`config.mk`:
```
export PLATFORM = sky130hd
export DESIGN_NAME = load_store_unit_flat
export DESIGN_NICKNAME = d
export VERILOG_FILES = /design/src/rtl/lsu_pkg.sv /design/src/rtl/load_store_unit_if.sv /design/src/rtl/lsu_timeout_counter.sv /design/src/rtl/load_store_unit.sv /design/src/flat_wrapper.sv
export SDC_FILE = /design/constraint.sdc
export NUM_CORES = 1
export LEC_CHECK = 0
export ABC_AREA = 1
export CORE_MARGIN = 5
export CORE_UTILIZATION = 35
export CTS_CLUSTER_DIAMETER = 150
export DETAILED_ROUTE_END_ITERATION = 6
export HOLD_SLACK_MARGIN = 0.12
export PLACE_DENSITY = 0.74
export SYNTH_ARGS = -nofsm -noshare
export SYNTH_HDL_FRONTEND = slang
export SYNTH_HIERARCHICAL = 1
export SYNTH_SLANG_ARGS = --single-unit
```
`constraint.sdc`:
```
create_clock -name clk -period 4.3 [get_ports clk]
set_input_delay 0.86 -clock clk [delete_from_list [all_inputs] [get_ports clk]]
set_output_delay 0.86 -clock clk [all_outputs]
set_load 0.01 [all_outputs]
```
`src/rtl/lsu_pkg.sv`:
```
`default_nettype none
// ============================================================================
//  Module      : lsu_pkg
//  Description : Shared types and defaults for the load/store unit and the
//                data-memory model (state encoding, word width, sizes).
//  Revision    : 1.0  initial release
// ============================================================================
package lsu_pkg;

    localparam int WORD_W      = 32;
    localparam int DEF_DEPTH   = 40;
    localparam int DEF_ADDR_W  = 6;
    localparam int DEF_TIMEOUT = 15;

    typedef enum logic [2:0] {
        IDLE  = 3'd0,
        WRITE = 3'd1,
        READ  = 3'd2,
        DONE  = 3'd3,
        FAULT = 3'd4
    } state_t;

    // True when a word index addresses an existing memory word.
    function automatic logic in_bounds(input logic [WORD_W-1:0] idx,
                                       input logic [WORD_W-1:0] depth);
        return idx < depth;
    endfunction

endpackage
`default_nettype wire

```
`src/rtl/load_store_unit_if.sv`:
```
`default_nettype none
// ============================================================================
//  Module      : load_store_unit_if
//  Description : EX-stage offer, data-memory request/ack and writeback
//                signals of the load/store unit. The master modport is the
//                unit itself; the slave modport is its environment.
//  Revision    : 1.0  initial release
// ============================================================================
interface load_store_unit_if
    import lsu_pkg::*;
#(
    parameter int ADDR_W = DEF_ADDR_W
);
    // EX-stage side
    logic              in_valid;
    logic              in_ready;
    logic              in_memread;
    logic              in_memwrite;
    logic              in_memtoreg;
    logic [WORD_W-1:0] in_aluresult;
    logic [WORD_W-1:0] in_valor2;
    // Data-memory side
    logic              mem_req;
    logic              mem_we;
    logic [ADDR_W-1:0] mem_addr;
    logic [WORD_W-1:0] mem_wdata;
    logic              mem_ack;
    logic [WORD_W-1:0] mem_rdata;
    // Writeback side
    logic              wb_valid;
    logic [WORD_W-1:0] wb_data;
    logic              fault;

    modport master (
        input  in_valid, in_memread, in_memwrite, in_memtoreg,
               in_aluresult, in_valor2, mem_ack, mem_rdata,
        output in_ready, mem_req, mem_we, mem_addr, mem_wdata,
               wb_valid, wb_data, fault
    );

    modport slave (
        output in_valid, in_memread, in_memwrite, in_memtoreg,
               in_aluresult, in_valor2, mem_ack, mem_rdata,
        input  in_ready, mem_req, mem_we, mem_addr, mem_wdata,
               wb_valid, wb_data, fault
    );

endinterface
`default_nettype wire

```
`src/rtl/lsu_timeout_counter.sv`:
```
`default_nettype none
// ============================================================================
//  Module      : lsu_timeout_counter
//  Description : 8-bit saturating wait counter for the memory acknowledge.
//                o_expired is high in the waiting cycle whose count step
//                would reach TIMEOUT, so the caller can abort on that edge.
//  Revision    : 1.0  initial release
// ============================================================================
module lsu_timeout_counter #(
    parameter int TIMEOUT = 15
) (
    input  wire logic clk,
    input  wire logic reset,
    input  wire logic i_clear,
    input  wire logic i_enable,
    output logic      o_expired
);

    localparam logic [7:0] c_LIMIT = 8'(TIMEOUT - 1);

    logic [7:0] r_count;

    // Count unacknowledged request cycles, saturating at the 8-bit maximum.
    always_ff @(posedge clk or posedge reset) begin
        if (reset) begin
            r_count <= 8'd0;
        end else if (i_clear) begin
            r_count <= 8'd0;
        end else if (i_enable && (r_count != 8'hFF)) begin
            r_count <= r_count + 8'd1;
        end
    end

    assign o_expired = i_enable && (r_count >= c_LIMIT);

endmodule
`default_nettype wire

```
`src/rtl/load_store_unit.sv`:
```
`default_nettype none
// ============================================================================
//  Module      : load_store_unit
//  Description : Data-memory initiator between EX and register writeback.
//                Accepts one operation at a time, runs an optional write
//                and an optional read transaction, bounds-checks the word
//                index and aborts with a fault pulse on an ack timeout.
//  Revision    : 1.0  initial release
// ============================================================================
module load_store_unit
    import lsu_pkg::*;
#(
    parameter int DEPTH   = DEF_DEPTH,
    parameter int ADDR_W  = DEF_ADDR_W,
    parameter int TIMEOUT = DEF_TIMEOUT
) (
    input  wire logic         clk,
    input  wire logic         reset,
    load_store_unit_if.master bus
);

    localparam logic [WORD_W-1:0] c_DEPTH = WORD_W'(DEPTH);

    state_t            r_state;
    state_t            w_next;
    logic              r_gap;      // idle request cycle between write and read
    logic              r_rd;       // operation also needs a read
    logic [ADDR_W-1:0] r_addr;
    logic [WORD_W-1:0] r_wdata;
    logic [WORD_W-1:0] r_alu;
    logic [WORD_W-1:0] r_wb_data;

    logic w_accept;
    logic w_is_wr;
    logic w_is_rd;
    logic w_oob;
    logic w_req;
    logic w_enable;
    logic w_clear;
    logic w_expired;

    assign w_accept = bus.in_valid && (r_state == IDLE);
    assign w_is_wr  = bus.in_memwrite;
    assign w_is_rd  = bus.in_memread && bus.in_memtoreg;
    assign w_oob    = !in_bounds(bus.in_aluresult, c_DEPTH);
    // The read that follows a write waits one cycle so mem_req visibly drops.
    assign w_req    = (r_state == WRITE) || ((r_state == READ) && !r_gap);
    assign w_enable = w_req && !bus.mem_ack;
    // Restart the wait count whenever a new transaction state is entered.
    assign w_clear  = (w_next != r_state) && ((w_next == WRITE) || (w_next == READ));

    lsu_timeout_counter #(
        .TIMEOUT (TIMEOUT)
    ) u_timeout (
        .clk       (clk),
        .reset     (reset),
        .i_clear   (w_clear),
        .i_enable  (w_enable),
        .o_expired (w_expired)
    );

    // Next-state decode; an ack in the expiring cycle still completes normally.
    always_comb begin
        w_next = r_state;
        case (r_state)
            IDLE: begin
                if (w_accept) begin
                    if ((w_is_wr || w_is_rd) && w_oob) begin
                        w_next = FAULT;
                    end else if (w_is_wr) begin
                        w_next = WRITE;
                    end else if (w_is_rd) begin
                        w_next = READ;
                    end else begin
                        w_next = DONE;
                    end
                end
            end
            WRITE: begin
                if (bus.mem_ack) begin
                    w_next = r_rd ? READ : DONE;
                end else if (w_expired) begin
                    w_next = FAULT;
                end
            end
            READ: begin
                if (!r_gap) begin
                    if (bus.mem_ack) begin
                        w_next = DONE;
                    end else if (w_expired) begin
                        w_next = FAULT;
                    end
                end
            end
            DONE:    w_next = IDLE;
            FAULT:   w_next = IDLE;
            default: w_next = IDLE;
        endcase
    end

    // State register and write-to-read gap flag.
    always_ff @(posedge clk or posedge reset) begin
        if (reset) begin
            r_state <= IDLE;
            r_gap   <= 1'b0;
        end else begin
            r_state <= w_next;
            r_gap   <= (r_state == WRITE) && (w_next == READ);
        end
    end

    // Capture the whole operation in the accepting cycle.
    always_ff @(posedge clk or posedge reset) begin
        if (reset) begin
            r_rd    <= 1'b0;
            r_addr  <= '0;
            r_wdata <= '0;
            r_alu   <= '0;
        end else if (w_accept) begin
            r_rd    <= w_is_rd;
            r_addr  <= bus.in_aluresult[ADDR_W-1:0];
            r_wdata <= bus.in_valor2;
            r_alu   <= bus.in_aluresult;
        end
    end

    // Writeback value changes only on the edge that starts a wb_valid pulse.
    always_ff @(posedge clk or posedge reset) begin
        if (reset) begin
            r_wb_data <= '0;
        end else if (w_next == FAULT) begin
            r_wb_data <= '0;
        end else if (w_next == DONE) begin
            if (r_state == READ) begin
                r_wb_data <= bus.mem_rdata;
            end else if (r_state == IDLE) begin
                r_wb_data <= bus.in_aluresult;
            end else begin
                r_wb_data <= r_alu;
            end
        end
    end

    assign bus.in_ready  = (r_state == IDLE);
    assign bus.mem_req   = w_req;
    assign bus.mem_we    = (r_state == WRITE);
    assign bus.mem_addr  = r_addr;
    assign bus.mem_wdata = r_wdata;
    assign bus.wb_valid  = (r_state == DONE) || (r_state == FAULT);
    assign bus.wb_data   = r_wb_data;
    assign bus.fault     = (r_state == FAULT);

endmodule
`default_nettype wire

```
`src/flat_wrapper.sv`:
```
// flat-port wrapper written by rule: the top's interface ports become plain ports
module load_store_unit_flat import lsu_pkg::*;
#(
    parameter int DEPTH   = DEF_DEPTH,
    parameter int ADDR_W  = DEF_ADDR_W,
    parameter int TIMEOUT = DEF_TIMEOUT
)
  (clk, reset, bus_in_valid, bus_in_memread, bus_in_memwrite, bus_in_memtoreg, bus_in_aluresult, bus_in_valor2, bus_mem_ack, bus_mem_rdata, bus_in_ready, bus_mem_req, bus_mem_we, bus_mem_addr, bus_mem_wdata, bus_wb_valid, bus_wb_data, bus_fault);
  load_store_unit_if #(.ADDR_W(ADDR_W)) bus_i ();
  input  wire logic clk;
  input  wire logic reset;
  input wire logic [$bits(bus_i.in_valid)-1:0] bus_in_valid;
  input wire logic [$bits(bus_i.in_memread)-1:0] bus_in_memread;
  input wire logic [$bits(bus_i.in_memwrite)-1:0] bus_in_memwrite;
  input wire logic [$bits(bus_i.in_memtoreg)-1:0] bus_in_memtoreg;
  input wire logic [$bits(bus_i.in_aluresult)-1:0] bus_in_aluresult;
  input wire logic [$bits(bus_i.in_valor2)-1:0] bus_in_valor2;
  input wire logic [$bits(bus_i.mem_ack)-1:0] bus_mem_ack;
  input wire logic [$bits(bus_i.mem_rdata)-1:0] bus_mem_rdata;
  output wire logic [$bits(bus_i.in_ready)-1:0] bus_in_ready;
  output wire logic [$bits(bus_i.mem_req)-1:0] bus_mem_req;
  output wire logic [$bits(bus_i.mem_we)-1:0] bus_mem_we;
  output wire logic [$bits(bus_i.mem_addr)-1:0] bus_mem_addr;
  output wire logic [$bits(bus_i.mem_wdata)-1:0] bus_mem_wdata;
  output wire logic [$bits(bus_i.wb_valid)-1:0] bus_wb_valid;
  output wire logic [$bits(bus_i.wb_data)-1:0] bus_wb_data;
  output wire logic [$bits(bus_i.fault)-1:0] bus_fault;
  assign bus_i.in_valid = bus_in_valid;
  assign bus_i.in_memread = bus_in_memread;
  assign bus_i.in_memwrite = bus_in_memwrite;
  assign bus_i.in_memtoreg = bus_in_memtoreg;
  assign bus_i.in_aluresult = bus_in_aluresult;
  assign bus_i.in_valor2 = bus_in_valor2;
  assign bus_i.mem_ack = bus_mem_ack;
  assign bus_i.mem_rdata = bus_mem_rdata;
  assign bus_in_ready = bus_i.in_ready;
  assign bus_mem_req = bus_i.mem_req;
  assign bus_mem_we = bus_i.mem_we;
  assign bus_mem_addr = bus_i.mem_addr;
  assign bus_mem_wdata = bus_i.mem_wdata;
  assign bus_wb_valid = bus_i.wb_valid;
  assign bus_wb_data = bus_i.wb_data;
  assign bus_fault = bus_i.fault;
  load_store_unit #(.DEPTH(DEPTH), .ADDR_W(ADDR_W), .TIMEOUT(TIMEOUT)) u_core (.clk(clk), .reset(reset), .bus(bus_i));
endmodule
```
# Word level (Yosys, flattened, before mapping)

Index checks and enable logic that the tools add are counted.
W data, S select, Z words.

Register bits after elaboration: 115
Input port bits: 103
Output and inout port bits: 75
Logic and storage cells: 56

Add/subtract/negate cells: 1
Order comparisons: 2
Equality and inequality tests: 10
Mux-type cells: 16
Reductions and logical operators: 19

Operators by type and width:

| kind                  | number |
|---|---|
| $mux W32              | 4 |
| $lt A32 B6 Y1 const B | 1 |
| $mux W3               | 7 |
| $mux W8               | 2 |
| $eq A3 B2 Y1 const B  | 4 |
| $logic_and A1 B1 Y1   | 9 |
| $pmux W3 S3           | 1 |
| $add A8 B1 Y8 const B | 1 |
| $ge A8 B4 Y1 const B  | 1 |
| $ne A8 B8 Y1 const B  | 1 |
| $eq A3 B1 Y1 const B  | 2 |
| $eq A3 B3 Y1 const B  | 2 |
| $logic_or A1 B1 Y1    | 4 |
| $reduce_bool A2 Y1    | 2 |
| $logic_not A1 Y1      | 3 |
| $logic_not A3 Y1      | 1 |
| $ne A3 B3 Y1          | 1 |
| $mux W1               | 2 |

# Longest topological paths before layout

Gate-level depths: netlist (run 1).

Depth after elaboration: 13
Depth in mapped cells: 23

# Cells and area by module

Netlist (run 1), hierarchy kept.

By module, submodules not included:

| module              | instances | cells each | area each (sq um) | seq. area each (sq um) |
|---|---|---|---|---|
| load_store_unit     | 1         | 518        | 4689.5            | 2527.4 |
| lsu_timeout_counter | 1         | 80         | 539.3             | 200.2 |

# Worst setup path before layout (run 1)

OpenSTA, ideal clock, no wires.

Path type: register -> register
Start: register u_core.r_state[2]
End: register u_core.u_timeout.r_count[3]
Library setup time: 117 ps
Data arrival time: 2500 ps
Data required time: 4183 ps
Setup slack: 1683 ps
Stages on the path, launching flop included: 23
Path buffers: 0
Period minus slack after synthesis: 2617 ps
Path through: dfrtp_1 > nor2_4 > nand2_4 > o21ai_2 > inv_2 > nor2_2 > inv_1 > a21oi_1 > inv_1 > nand2_1 > nor2_1 > o21ai_2 > o21ai_0 > inv_1 > nand3_1 > nand2_1 > nand2_1 > inv_1 > inv_1 > nand2_4 > clkinv_4 > nand2_1 > nand2_1

Cells in the longest elaborated chain, start to end: 13
Elaborated cells on any way between the ends: 22
Classes of those cells: eq/ne (5); mux (7); reduce/logical (10)

Ends and longest elaborated chain:

| item                                          | line                                         | RTL |
|---|---|---|
| start, declared                               | load_store_unit.sv:24                        | `state_t r_state;` |
| start signal, assigned                        | load_store_unit.sv:107                       | `r_state <= w_next;` |
| $eq A3 B2 Y1                                  | load_store_unit.sv:47                        | `assign w_req = (r_state == WRITE) \|\| ((r_state == READ) && !r_gap);` |
| $logic_and A1 B1 Y1                           | load_store_unit.sv:47                        |  |
| $logic_or A1 B1 Y1 *                          | load_store_unit.sv:47                        |  |
| named net bus_mem_req                         | flat_wrapper.sv:21                           | `output wire logic [$bits(bus_i.mem_req)-1:0] bus_mem_req;` |
| $logic_and A1 B1 Y1 *                         | load_store_unit.sv:48                        | `assign w_enable = w_req && !bus.mem_ack;` |
| named net u_core.w_enable                     | load_store_unit.sv:38                        | `logic w_enable;` |
| $logic_and A1 B1 Y1 *                         | lsu_timeout_counter.sv:34                    | `assign o_expired = i_enable && (r_count >= c_LIMIT);` |
| named net u_core.w_expired                    | load_store_unit.sv:40                        | `logic w_expired;` |
| $mux W3 *                                     | load_store_unit.sv:82, load_store_unit.sv:90 |  |
| $mux W3                                       | load_store_unit.sv:88                        | `if (bus.mem_ack) begin` |
| $mux W3                                       | load_store_unit.sv:87                        | `if (!r_gap) begin` |
| $pmux W3 S3 *                                 | load_store_unit.sv:65                        | `case (r_state)` |
| $eq A3 B1 Y1 or $eq A3 B2 Y1 (tied branches)  | load_store_unit.sv:50                        | `assign w_clear = (w_next != r_state) && ((w_next == WRITE) \|\| (w_next == READ));` |
| $logic_or A1 B1 Y1                            | load_store_unit.sv:50                        |  |
| $logic_and A1 B1 Y1 *                         | load_store_unit.sv:50                        |  |
| named net u_core.w_clear                      | load_store_unit.sv:39                        | `logic w_clear;` |
| $mux W8 or $reduce_bool A2 Y1 (tied branches) | n/a                                          |  |
| end signal, assigned                          | lsu_timeout_counter.sv:30                    | `r_count <= r_count + 8'd1;` |
| end, declared                                 | lsu_timeout_counter.sv:21                    | `logic [7:0] r_count;` |

The timed path passes the listed nets; every way through them passes the cells marked *.
A chain may end at the register's enable or synchronous reset.

# Final worst setup path (run 1)

Start: register u_core.r_state[2]
End: register u_core.u_timeout.r_count[3]

Cells in the longest elaborated chain, start to end: 13
Elaborated cells on any way between the ends: 22
Classes of those cells: eq/ne (5); mux (7); reduce/logical (10)

Ends and longest elaborated chain:

| item                                          | line |
|---|---|
| $eq A3 B2 Y1                                  | load_store_unit.sv:47 |
| $logic_and A1 B1 Y1                           | load_store_unit.sv:47 |
| $logic_or A1 B1 Y1 *                          | load_store_unit.sv:47 |
| $logic_and A1 B1 Y1 *                         | load_store_unit.sv:48 |
| named net u_core.w_enable                     | load_store_unit.sv:38 |
| $logic_and A1 B1 Y1 *                         | lsu_timeout_counter.sv:34 |
| named net u_core.w_expired                    | load_store_unit.sv:40 |
| $mux W3 *                                     | load_store_unit.sv:82, load_store_unit.sv:90 |
| $mux W3                                       | load_store_unit.sv:88 |
| $mux W3                                       | load_store_unit.sv:87 |
| $pmux W3 S3 *                                 | load_store_unit.sv:65 |
| $eq A3 B1 Y1 or $eq A3 B2 Y1 (tied branches)  | load_store_unit.sv:50 |
| $logic_or A1 B1 Y1                            | load_store_unit.sv:50 |
| $logic_and A1 B1 Y1 *                         | load_store_unit.sv:50 |
| named net u_core.w_clear                      | load_store_unit.sv:39 |
| $mux W8 or $reduce_bool A2 Y1 (tied branches) | n/a |

Marked as above.

==> results by group, run 1 <==
Run status
  – Status: complete, no violations

Yosys
  – Cells after Synth: 598
  – Ys Warns: 6
  – Number of flops mapped to enable cells by yosys: 0
  – Syn_nets: around 700
  – Sequential fraction of the synthesis area: between 50% and 60%
  – Avg Inst Size Synth: 8.74 µm²
  – Main flop type after synthesis: dfrtp_1
  – Number of synthesized register bits: between 100 and 150
  – Mapped Area: around 5200 µm²
  – Netlist cell types: 30
  – Asr flop ratio synth: 100%

Worst setup path
  – Worst setup startpoint: u_core/r_state[2]
  – Reg2reg end: u_core/u_timeout/r_count[3]
  – FF-to-FF setup slack: between 1000 and 1500 ps
  – Reg2reg start: u_core/r_state[2]
  – Max FO, Critical Path: 34
  – Data arrival time of the worst path: 3450 ps
  – Worst reg2reg path depth: 22
  – CP required: around 4500 ps
  – Termination of the worst setup path: u_core/u_timeout/r_count[3]
  – Critical Path Start Type: flop
  – Critical path class: reg -> reg
  – CP Capture Type: flop

Drt
  – Vias per inst: ~5
  – Via Count: ~4600
  – Drt total wl: 15000 µm
  – Final ANT Viol Nets: 0
  – Initial DRC Count: around 260
  – WL/cell: between 15 and 20 µm
  – DRC: 0
  – First-pass iteration count of the detailed router: 4

Layout
  – Final nets: approximately 860
  – Non-Filler Instances: 941
  – Syn-to-layout area delta: 40.5%
  – # diodes: 0
  – Proportion of layout cells with a drive suffix above 1: under 10%
  – Fillers: between 1000 and 1500

STA
  – Final setup fails: 0
  – Hold Slack: 486 ps
  – Setup TNS Final: 0 ps
  – Slew Viols, Final: 0
  – Worst-margin pin slew: between 700 and 800 ps
  – Slew Limit Headroom: a little under half
  – Final-report hold violation count: 0
  – Max Freq: around 310 MHz
  – Unrepaired setup endpoints after global routing: false
  – Setup Skew: approximately 5.5 ps
  – Final Critical Period: between 3000 and 4000 ps
  – Final setup margin: approximately 1100 ps
  – Final period util: 74.7%

Power
  – Worst IR Drop VDD: 377 µV
  – Pwr Density: approximately 690 nW/µm²
  – LEAKAGE: 3.39 nW

GRT
  – First-pass GRT wire length: about 25000 µm
  – Total grt overflow: 0
  – Gr usage total: 17.3%
  – Initial antenna violation count: 0
  – Largest net degree at the start of global routing: 60
  – Vias in the first global route: ~4700

Place
  – Post-DP HPWL: 10800 µm
  – Number of buffers added on ports: about 180
  – Placed cells: 929
  – Global placement routability congestion: approximately 0.86
  – DP Worst Slack: between 900 and 1000 ps

Floorplan
  – Initial core utilization: 35.8%
  – Die Area: ~17000 µm²
  – Row cnt: 44
  – Core ar.: 14600 µm²
  – Die X: ~130 µm
  – # IOs: around 180
  – Die H: 132 µm

Clock tree
  – Root buf cell: clkbuf_16
  – Clock Tree Buf Depth: 2
  – H-tree levels: 3
  – CTS resizes: 0
  – Clk sinks: approximately 110
  – Post-CTS setup buffer count: 0
  – CTS tree: done
  – Inserted Clock Buffers: 9
  – Clk slew on worst S/H paths: approximately 70 ps
  – Clk_lat worst skew: ~350 ps
  – Hold_buf cts: 0

Run
  – Max-cap violation count: 0

Hold path
  – HP Class: reg -> reg
[per-stage QoR]
stage / area [µm²] / total power (W) / util (%)
global placement: 7080 / 0.00425 / 48.5
CTS: 7340 / 0.00513 / 50.3
finish: 7340 / 0.00506 / 50.3
floorplan: 5230 / 0.00328 / -
global route: 7340 / 0.00546 / 50.3
detailed placement: 7080 / 0.00430 / 48.5
[power by group]
part | total, W | switching [W] | internal [W]
logic | 0.00254 | 0.00136 | 0.00118
clock network | 0.000793 | 0.000353 | 0.000440
registers | 0.00173 | 0.000265 | 0.00146
[cell families after synthesis]
group | count (synthesis) | synth area share, %
simple gates | 244 | 19.9
compound gates | 116 | 12.3
flops | 109 | 52.2
buf+inv | 95 | 8.26
mux | 32 | 6.89
fa+ha+maj | 2 | 0.479
[placed cells by master (no fill, tap or decap)]
| cell | count |
|---|---|
| o21ai_1 | 3 |
| clkdlybuf4s50_1 | 177 |
| nand3_1 | 44 |
| clkbuf_16 | 9 |
| nand2_2 | 4 |
| o22ai_1 | 31 |
| nand2_1 | 156 |
| o21bai_1 | 2 |
| ha_1 | 2 |
| a31oi_1 | 1 |
| o211ai_1 | 1 |
| inv_4 | 2 |
| nand3_2 | 1 |
| inv_2 | 6 |
| nor4_1 | 1 |
| nor3_1 | 1 |
| clkbuf_1 | 1 |
| buf_4 | 5 |
| nor2_2 | 4 |
| inv_1 | 51 |
| mux2_2 | 32 |
| nor2_4 | 2 |
| dfrtp_1 | 109 |
| clkinv_4 | 2 |
| nor2_1 | 27 |
| bufinv_16 | 1 |
| a21oi_1 | 34 |
| nand2_4 | 4 |
| o21ai_0 | 40 |
| o21ai_2 | 3 |
| o311ai_0 | 1 |
[critical path: stages, from the launching register on]
cell and delay, ps:
dfrtp_1 470, nor2_4 170, nand2_4 260, o21ai_2 270
inv_2 50, nor2_2 150, inv_1 110, a21oi_1 180
inv_1 90, nand2_1 90, nor2_1 50, o21ai_2 130
o21ai_0 90, inv_1 120, nand3_1 110, nand2_1 70
nand2_1 50, inv_1 190, inv_1 140, nand2_4 130
clkinv_4 70, nand2_1 60, nand2_1 50
[worst min-delay path by stage]
| stage | start | endpoint | slack [ps] | depth (start not counted) |
|---|---|---|---|---|
| 4_1_cts | u_core/r_alu[21] | u_core/r_alu[21] | 490 | 2 |
| 5_1_grt | u_core/r_alu[25] | u_core/r_alu[25] | 510 | 2 |
| 3_3_place_gp | u_core/r_alu[31] | u_core/r_alu[31] | 470 | 2 |
| 6_report | u_core/r_alu[8] | u_core/r_alu[8] | 490 | 2 |
| 2_1_floorplan | u_core/r_alu[10] | u_core/r_alu[10] | 450 | 2 |
| 3_5_place_dp | u_core/r_alu[21] | u_core/r_alu[21] | 470 | 2 |
[flip-flops by register name, indices dropped and copies added, names as in the netlist]
name / cells
u_core/u_timeout/r_count: 8
u_core/r_rd: 1
u_core/r_gap: 1
u_core/bus.mem_wdata: 32
u_core/r_alu: 27
u_core/bus.wb_data: 32
u_core/bus.mem_addr: 5
u_core/r_state: 3
[Yosys cell counts (2+ instances only)]
cell	n	area, µm²
nand2_1	156	586
dfrtp_1	109	2730
inv_1	52	195
nand3_1	44	220
o21ai_0	40	200
a21oi_1	34	170
mux2_2	32	360
o22ai_1	31	194
nor2_1	27	101
clkbuf_1	13	48.8
buf_2	12	60.1
buf_4	6	45.0
inv_2	6	22.5
nand2_2	5	31.3
buf_6	4	45.0
nor2_2	4	25.0
nand2_4	3	33.8
o21ai_1	3	15.0
o21ai_2	3	26.3
ha_1	2	25.0
nor2_4	2	22.5
o21bai_1	2	15.0
[per-layer routing]
| metal | vias to the layer above | part of all wire (%) | GRT usage (%) |
|---|---|---|---|
| met3 | 18 | 9.9 | 7.75 |
| met1 | 2167 | 41 | 20.6 |
| li1 | 2262 | - | - |
| met5 | - | 0 | 0 |
| met2 | 162 | 47 | 28.1 |
| met4 | 0 | 2.0 | 5.60 |
[cell type report]
cell class	count	area (µm²)	share of cell area (%)
clock buffer	10	229	3.12
clock inverter	2	38.8	0.528
inverter	60	235	3.20
multi-input combinational	394	2070	28.2
sequential	109	2730	37.1
tap	184	230	3.13
timing repair buffer	182	1810	24.6
Note: power is estimated with default switching activity, not from simulation.
==> inputs of run 2 (changes only) <==
- clock period: 4.3 -> 3.2 ns (I/O delays scaled with it)
==> results by group, run 2 (synthesis gave the netlist of run 1 again) <==
Run status
  – Status: complete, no violations

Drt
  – Met2 wire length: 6960 µm (-0.77%)
  – Via Count: 4645 (+0.78%)
  – DRC: 0 (unchanged)
  – DR top layer: met4
  – Final ANT Viol Nets: 0 (unchanged)
  – First-pass iteration count of the detailed router: 4 (unchanged)
  – Initial DRC Count: 269 (+4.3%)
  – WL/cell: 15.8 µm (-1.2%)
  – Vias per inst: 4.88 (-0.28%)
  – Met1 wire length: 6220 µm (about the same)
  – Drt total wl: 15000 µm (-0.19%)
  – Metal3 WL: 1560 µm (+5.3%)

Place
  – DP Worst Slack: 149 ps (-753 ps)
  – Number of buffers added on ports: 177 (unchanged)
  – Post-DP HPWL: 10800 µm (-0.64%)
  – Placed cells: 935 (+0.65%)
  – Global placement routability congestion: 0.920 (+6.8%)

Floorplan
  – Initial core utilization: 35.8% (unchanged)
  – Row cnt: 44 (unchanged)
  – Die H: 132 µm (unchanged)
  – # IOs: 178 (unchanged)
  – Die Area: 17500 µm² (unchanged)
  – Core ar.: 14600 µm² (unchanged)
  – Die X: 132 µm (unchanged)

Worst setup path
  – CP Cell Sequence: nor2_4 > nand2_4 > o21ai_2 > inv_2 > nor2_2 > inv_1 > a21oi_1 > inv_1 > nand2_1 > nand2_1 > o21ai_0 > o21ai_0 > inv_1 > nand3_1 > nand2_1 > nand2_1 > inv_1 > inv_1 > nand2_4 > clkinv_4 > nand2_1 > nand2_1
  – Critical path class: reg -> reg
  – Worst reg2reg path depth: 22 (unchanged)
  – Reg2reg end: u_core/u_timeout/r_count[2]
  – CP required: 3440 ps (-1100 ps)
  – CP Capture Type: flop
  – FF-to-FF setup slack: 470 ps (-610 ps)
  – Max FO, Critical Path: 7 (-79%)
  – Slowest stage cell, crit path: dfrtp_1
  – Data arrival time of the worst path: 2960 ps (-490 ps)
  – Critical Path Start Type: flop
  – Crit-path most repeated cell: nand2_1
  – Crit-path max cell delay: 470 ps (about the same)
  – Reg2reg start: u_core/r_state[2]

Layout
  – Final nets: 867 (+0.70%)
  – Syn-to-layout area delta: 41.8%
  – Fillers: 1360 (-1.7%)
  – Commonest cells after routing, fill and taps aside: clkdlybuf4s50_1, nand2_1, dfrtp_1
  – Proportion of layout cells with a drive suffix above 1: 11.1% (+1.2 points)
  – Non-Filler Instances: 951 (+1.1%)
  – Most common cell after layout, fill and taps aside: clkdlybuf4s50_1
  – # diodes: 0 (unchanged)
  – Final core occ: 50.8% (+0.49 points)

STA
  – Final setup margin: 475 ps (-613 ps)
  – Final setup fails: 0 (unchanged)
  – Setup TNS Final: 0 ps (unchanged)
  – Setup Skew: 10.1 ps (+4.53 ps)
  – Final period util: 85.2% (+10 points)
  – Unrepaired setup endpoints after global routing: false
  – Slew Viols, Final: 0 (unchanged)
  – Worst-margin pin slew: 557 ps (-238 ps)
  – Max Freq: 367 MHz (+18%)
  – Final-report hold violation count: 0 (unchanged)
  – Slew Limit Headroom: 62.9% (+16 points)
  – Final Critical Period: 2730 ps (-487 ps)

Clock tree
  – H-tree levels: 3 (unchanged)
  – Post-CTS setup buffer count: 0 (unchanged)
  – CTS tree: done
  – Clk_lat worst skew: 350 ps (about the same)
  – Clk sinks: 109 (unchanged)
  – CTS resizes: 0 (unchanged)
  – Root buf cell: clkbuf_16
  – Inserted Clock Buffers: 9 (unchanged)
  – Hold_buf cts: 0 (unchanged)
  – Clk slew on worst S/H paths: 70 ps (about the same)
  – Clock Tree Buf Depth: 2 (unchanged)

Hold path
  – Min-delay src: u_core/r_alu[25]
  – Hold depth: 2 (unchanged)
  – Hold Path End: u_core/r_alu[25]
  – HP Class: reg -> reg

GRT
  – Initial antenna violation count: 0 (unchanged)
  – Largest net degree at the start of global routing: 57 (-5.0%)
  – Gr usage total: 17.3% (about the same)
  – Total grt overflow: 0 (unchanged)
  – First-pass GRT wire length: 24800 µm (+0.87%)
  – Vias in the first global route: 4870 (+3.6%)

Power
  – Pwr Density: 919 nW/µm² (+33%)
  – Worst IR Drop VDD: 538 µV (+43%)
  – LEAKAGE: 3.42 nW (+0.94%)

Run
  – Max-cap violation count: 0 (unchanged)
## run 2: final cells by class
cell class / instances / area (µm²) / share of cell area (%)
timing repair buffer: 188 / 1880 / 25.3
tap: 184 / 230 / 3.10
clock buffer: 10 / 229 / 3.09
multi-input combinational: 394 / 2070 / 28.0
sequential: 109 / 2730 / 36.8
inverter: 60 / 236 / 3.19
clock inverter: 6 / 38.8 / 0.523
## run 2: critical path, delay by kind of cell, from the launching register on
family,cells,cell delay (ps)
buffers and inverters,7,690
AND/OR/NAND/NOR,11,880
flip-flops,1,470
AO/OA/AOI/OAI,4,570
## run 2: worst max-delay path by stage
stage / from / endpoint / cells after the start
6_report: u_core/r_state[2] / u_core/u_timeout/r_count[2] / 22
5_1_grt: u_core/r_state[2] / u_core/u_timeout/r_count[4] / 22
2_1_floorplan: u_core/r_state[2] / u_core/u_timeout/r_count[3] / 22
3_3_place_gp: bus_in_aluresult[3] / u_core/u_timeout/r_count[3] / 17
3_5_place_dp: bus_in_aluresult[3] / u_core/u_timeout/r_count[2] / 17
4_1_cts: u_core/r_state[1] / bus_in_ready / 4
## run 2: power by group
part	switching [W]	leakage (nW)	internal [W]	total, W
sequential	0.000345	1.37	0.00196	0.00231
combinational	0.00183	1.92	0.00164	0.00348
clock	0.000507	0.129	0.000528	0.00103
total	0.00269	3.42	0.00413	0.00682
## run 2: per-layer routing
layer | vias up | track usage, %
met5 | - | 0
met4 | 0 | 6.39
met3 | 18 | 7.56
met2 | 166 | 27.5
met1 | 2182 | 20.9
li1 | 2279 | -
## run 2: stage by stage
stage / total power [W] / hold slack, ps / cell area (µm²)
floorplan: 0.00441 / 453 / 5230
global placement: 0.00576 / 466 / 7150
detailed placement: 0.00582 / 473 / 7150
CTS: 0.00690 / 491 / 7420
global route: 0.00737 / 512 / 7420
finish: 0.00682 / 491 / 7420
